File: src/rtl/game_sequencer.sv
// game_sequencer: owns the 3x3 tic-tac-toe board and alternates player and computer turns.
// It validates each move and latches the outcome reported by the external checker.
// Ports:
//   in : clock, reset (async, active-high), new_game, play/player_position,
//        pc/computer_position, player_win/computer_win/drawn
//   out: pos1..pos9, no_space, player_turn, computer_turn, illegal_move,
//        game_over, winner
// Optional macro AUTO_COMPUTER_EN: the computer plays the lowest empty cell
// itself, and pc/computer_position are ignored.
module game_sequencer #(
  parameter int PLAYER_FIRST = 1,
  parameter int TURN_TIMEOUT = 0,
  parameter int CNT_W        = 16
) (
  input  logic       clock,
  input  logic       reset,
  input  logic       new_game,
  input  logic       play,
  input  logic [3:0] player_position,
  input  logic       pc,
  input  logic [3:0] computer_position,
  input  logic       player_win,
  input  logic       computer_win,
  input  logic       drawn,
  output logic [1:0] pos1,
  output logic [1:0] pos2,
  output logic [1:0] pos3,
  output logic [1:0] pos4,
  output logic [1:0] pos5,
  output logic [1:0] pos6,
  output logic [1:0] pos7,
  output logic [1:0] pos8,
  output logic [1:0] pos9,
  output logic       no_space,
  output logic       player_turn,
  output logic       computer_turn,
  output logic       illegal_move,
  output logic       game_over,
  output logic [1:0] winner
);

  typedef enum logic [1:0] {
    PLAYER,
    COMPUTER,
    CHECK,
    OVER
  } state_t;

  localparam state_t FIRST =
    (PLAYER_FIRST != 0) ? PLAYER : COMPUTER;
  localparam logic [CNT_W-1:0] LIMIT =
    CNT_W'(TURN_TIMEOUT);

  state_t           state;
  state_t           state_next;
  logic [9:1][1:0]  board;
  logic             next_comp;
  logic             next_comp_d;
  logic [CNT_W-1:0] cnt;
  logic [CNT_W-1:0] cnt_d;
  logic [1:0]       winner_d;
  logic             illegal_d;
  logic             wr_en;
  logic [3:0]       wr_idx;
  logic [1:0]       wr_val;
  logic             player_ok;

  // Out-of-range positions read as occupied, so one compare covers both
  // rejection reasons.
  function automatic logic [1:0] cell_at(
    input logic [9:1][1:0] b,
    input logic [3:0]      p
  );
    if (p >= 4'd1 && p <= 4'd9) return b[p];
    return 2'b11;
  endfunction

  assign player_ok = (cell_at(board, player_position) == 2'b00);

  always_comb begin
    no_space = 1'b1;
    for (int i = 1; i <= 9; i++)
      if (board[i] == 2'b00) no_space = 1'b0;
  end

`ifdef AUTO_COMPUTER_EN
  logic [3:0] auto_idx;
  logic       unused_auto;
  assign unused_auto = ^{pc, computer_position};

  always_comb begin
    auto_idx = 4'd0;
    for (int i = 9; i >= 1; i--)
      if (board[i] == 2'b00) auto_idx = 4'(i);
  end
`else
  logic computer_ok;
  assign computer_ok =
    (cell_at(board, computer_position) == 2'b00);
`endif

  always_comb begin
    state_next  = state;
    next_comp_d = next_comp;
    cnt_d       = '0;
    winner_d    = winner;
    illegal_d   = 1'b0;
    wr_en       = 1'b0;
    wr_idx      = 4'd0;
    wr_val      = 2'b00;
    if (new_game) begin
      state_next = FIRST;
      winner_d   = 2'b00;
    end else begin
      unique case (state)
        PLAYER: begin
          if (play && player_ok) begin
            wr_en       = 1'b1;
            wr_idx      = player_position;
            wr_val      = 2'b01;
            next_comp_d = 1'b1;
            state_next  = CHECK;
          end else begin
            illegal_d = play;
            cnt_d     = cnt + 1'b1;
            if (TURN_TIMEOUT != 0 && cnt_d == LIMIT) begin
              state_next = COMPUTER;
              cnt_d      = '0;
            end
          end
        end
        COMPUTER: begin
`ifdef AUTO_COMPUTER_EN
          wr_en       = 1'b1;
          wr_idx      = auto_idx;
          wr_val      = 2'b10;
          next_comp_d = 1'b0;
          state_next  = CHECK;
`else
          if (pc && computer_ok) begin
            wr_en       = 1'b1;
            wr_idx      = computer_position;
            wr_val      = 2'b10;
            next_comp_d = 1'b0;
            state_next  = CHECK;
          end else begin
            illegal_d = pc;
          end
`endif
        end
        CHECK: begin
          if (player_win) begin
            winner_d   = 2'b01;
            state_next = OVER;
          end else if (computer_win) begin
            winner_d   = 2'b10;
            state_next = OVER;
          end else if (drawn || no_space) begin
            winner_d   = 2'b11;
            state_next = OVER;
          end else begin
            state_next = next_comp ? COMPUTER : PLAYER;
          end
        end
        OVER: state_next = OVER;
        default: state_next = FIRST;
      endcase
    end
  end

  always_ff @(posedge clock or posedge reset) begin
    if (reset) begin
      state        <= FIRST;
      board        <= '0;
      winner       <= 2'b00;
      illegal_move <= 1'b0;
      game_over    <= 1'b0;
      cnt          <= '0;
      next_comp    <= 1'b0;
    end else begin
      state        <= state_next;
      winner       <= winner_d;
      illegal_move <= illegal_d;
      cnt          <= cnt_d;
      next_comp    <= next_comp_d;
      // game_over trails entry into OVER by one cycle
      game_over    <= !new_game && (state == OVER);
      if (new_game)   board         <= '0;
      else if (wr_en) board[wr_idx] <= wr_val;
    end
  end

  assign pos1          = board[1];
  assign pos2          = board[2];
  assign pos3          = board[3];
  assign pos4          = board[4];
  assign pos5          = board[5];
  assign pos6          = board[6];
  assign pos7          = board[7];
  assign pos8          = board[8];
  assign pos9          = board[9];
  assign player_turn   = (state == PLAYER);
  assign computer_turn = (state == COMPUTER);

endmodule

File: config.mk
export PLATFORM = sky130hd
export DESIGN_NAME = game_sequencer
export DESIGN_NICKNAME = d
export VERILOG_FILES = /design/src/rtl/game_sequencer.sv
export SDC_FILE = /design/constraint.sdc
export NUM_CORES = 1
export LEC_CHECK = 0
export ABC_AREA = 1
export CELL_PAD_IN_SITES_DETAIL_PLACEMENT = 1
export CELL_PAD_IN_SITES_GLOBAL_PLACEMENT = 1
export CORE_AREA = 10 10 82 84
export DETAILED_ROUTE_END_ITERATION = 12
export DIE_AREA = 0 0 92 94
export PLACE_DENSITY = 0.88
export SLEW_MARGIN = 30
export SYNTH_ARGS = -nofsm -noshare
export SYNTH_HDL_FRONTEND = slang
export SYNTH_SLANG_ARGS = --single-unit
File: constraint.sdc
create_clock -name clock -period 2.32 [get_ports clock]
set_clock_uncertainty 0.2 [all_clocks]
set_input_delay 0.232 -clock clock [delete_from_list [all_inputs] [get_ports clock]]
set_output_delay 0.232 -clock clock [all_outputs]
set_load 0.03 [all_outputs]
==> key figures <==
Worst setup path
  – Worst EP required: 2.33 ns
  – CP Max Fanout: 6
  – FF-to-FF End: pos4[1]$_DFFE_PP0P_
  – Worst R2R Start: pos6[1]$_DFFE_PP0P_
  – CP endpoint kind: flip-flop
  – Arr. time, crit path: 2.23 ns
  – R2R Setup Slk: 0.10 ns
  – Worst Setup Start Kind: flip-flop
  – Worst R2R Path Depth: 12
  – Crit path kind: reg2reg
  – Crit path launch: pos6[1]$_DFFE_PP0P_

Floorplanning
  – Die width: 92 µm
  – Initial core utilization: 0.3400
  – Row count: 26
  – Die area: 0.008648 mm²
  – Die height: about 94 µm
  – Io pins: 41
  – Core Box Area: 0.005075 mm²

STA
  – Minimum clock period: 2.218 ns
  – Setup TNS: 0 ns
  – Final setup violation count: 0
  – WHS: 0.1132 ns
  – Slew Limit Fails: 0
  – Worst-margin pin slew: 0.3797 ns
  – Final Hold Viols: 0
  – Worst slew margin: 0.7455
  – Maximum clock rate: 450.9 MHz
  – Tcrit/Tclk final: 0.9559

Clocking
  – H-tree depth: 1
  – Sink Count: 25
  – CTS max path bufs: 2
  – Worst-Skew Late Latency: 0.27 ns
  – CTS Buf Count: 3
  – Root buf cell: clkbuf_8
  – TritonCTS clock tree: built
  – Clock Pin Slew Worst Setup and Hold Paths: 0.08 ns
  – Hold_buf cts: 0

Global routing
  – Vias in the first global route: a little under 2000
  – GR Overflow Total: 0
  – First-pass GRT wire length: 10250 µm
  – GRT Util Overall: 0.1434
  – Initial antenna violation count: 0
  – Largest net degree at the start of global routing: 26

Run
  – Max-cap violations: 0

Run status
  – Run status: finished clean

Hold path
  – Worst hold-check path type: in2async

Power
  – Maximum VDD drop: between 0.2 and 0.25 mV
  – PD cells: 403.6 mW/mm²
  – P_leak: 1.201 nW

Layout
  – FILL cells: 660
  – Layout cells sized above 1: 0.2211
  – Area delta synth->final: 47.93%
  – Post-route insts no fill: between 300 and 400
  – Nets: between 300 and 400
  – # diodes: 0

Synthesis
  – Ys Warns: 0
  – Post-Syn Area: between 0.0015 and 0.002 mm²
  – Post-synth cell types: 31
  – Synth Register Bits: 25
  – Syn_area_per_cell: ~7.4 µm²
  – Syn Nets: 248
  – Syn Inst Count: about 230
  – Sequential area share after synthesis: 0.3626

Route
  – WL/cell: 17.05 µm
  – Routed WL: 6358 µm
  – Drt pass-1 iters: 4
  – Antenna viol nets, final: 0
  – Drt drc: 0
  – Via density: a little over 5
  – Via Count: 1904
  – Initial DRC count: 99

Placed design
  – PortBufs: 40
  – Detail Placement HPWL: 4853 µm
  – Placer Congestion: about 0.9
  – Placed cell count: 361
==> cell usage in the layout (no fill, tap or decap), types with 2 or more instances in the layout <==
master           netlist  layout
a21oi_4                1       2
dfrtp_1               25      24
nand2_2                5       5
nand3_2                2       2
nor2_4                 1       3
nor2_8                 2       2
buf_4                  1      29
clkbuf_8               0       3
nand2_1               56      56
dlymetal6s2s_1         0       4
nand3_1               45      45
nor3_1                 7       7
nand4_1               11      11
inv_1                 18      18
o21ai_0                8       7
nor2_2                 2       5
nand2_4                4       3
nor2_1                21      16
a21oi_1                6       6
nand2_8                1       2
clkdlybuf4s50_1        0      35
buf_12                 0       3
==> metal layers <==
layer  global-route usage  share of wire  up-vias
met3              0.01998          0.042        8
li1                     -              -      920
met4              0.03856          0.012        0
met1               0.1712           0.42      933
met2               0.2612           0.53       43
met5                    0              0        -
==> report_power, final <==
group	total [mW]	switching [mW]	internal (mW)
logic	0.304	0.178	0.126
clock network	0.260	0.137	0.123
registers	0.466	0.0164	0.450
==> repair_timing <==
item,in CTS,in global routing
setup endpoints to repair,5,19
gates resized for setup,3,14
setup buffers,1,7
pin swaps,1,7
==> worst max-delay path, cell delays in order (launching register included) <==
cell and delay [ns]:
dfrtp_1 0.43, nor2_4 0.19, nand2_1 0.08, nand3_1 0.09, nand3_1 0.07, nand2_1 0.16, nand4_1 0.19, nand2_4 0.18
nand2_8 0.10, buf_4 0.17, nand3_1 0.12, nand3_1 0.10, nand2_1 0.08
==> synthesized netlist by cell type <==
cell type  count  area (µm²)
clkinv_1       1       3.750
nand2_4        4       45.04
nor2_2         2       12.51
nand2_2        5       31.28
a21oi_1        6       30.03
nand3b_1       1       7.510
nor3_1         7       35.03
a21oi_2        2       17.52
o21ai_0        8       40.04
a21oi_4        1       16.27
nand2_8        1       20.02
nor3_4         1       16.27
nor2_4         1       11.26
o21bai_4       1       18.77
inv_2          1       3.750
nor3_2         1       10.01
nand2_1       56       210.2
clkbuf_1       1       3.750
nand3_1       45       225.2
nand4_1       11       68.82
nor4_1         1       6.260
buf_6          2       22.52
dfrtp_1       25       625.6
nand3_2        2       20.02
nor3b_2        1       12.51
buf_2          2       10.01
buf_4          1       7.510
inv_1         18       67.56
o31ai_1        1       7.510
nor2_8         2       40.04
nor2_1        21       78.83
==> cells by family after synthesis <==
family                 Yosys count  share of synthesized area
buffers and inverters           26                    0.06888
AND/OR/NAND/NOR                162                     0.4931
AO/OA/AOI/OAI                   19                    0.07543
flip-flops                      25                     0.3626
==> stage by stage <==
step	area, µm²	worst slack (ns)	utilization	power (mW)
floorplan	1725	0.2908	-	0.6393
global placement	2395	-0.1101	0.4719	0.7607
detailed placement	2395	-0.2937	0.4719	0.7709
CTS	2451	0.006339	0.4830	1.028
global route	2552	-0.01945	0.5030	1.082
finish	2552	0.1023	0.5030	1.030
==> how the worst max path moves through the flow <==
stage                                      to  slack [ns]  cells past startpoint
after floorplan           pos1[1]$_DFFE_PP0P_        0.29                     12
after CTS                 pos5[1]$_DFFE_PP0P_       0.006                     15
after global placement    pos4[1]$_DFFE_PP0P_       -0.11                     14
after detailed placement  pos4[1]$_DFFE_PP0P_       -0.29                     14
final                     pos4[1]$_DFFE_PP0P_        0.10                     12
after global routing      pos2[0]$_DFFE_PP0P_       -0.02                     12
==> layout make-up <==
cell class | instances | area, µm² | share of cell area
Multi-Input combinational cell | 181 | 1020 | 0.3995
Timing Repair Buffer | 73 | 698.2 | 0.2735
Sequential cell | 25 | 626.9 | 0.2456
Tap cell | 70 | 87.58 | 0.03431
Inverter | 20 | 75.07 | 0.02941
Clock buffer | 4 | 45.04 | 0.01765
Note: power is estimated with default switching activity, not from simulation.
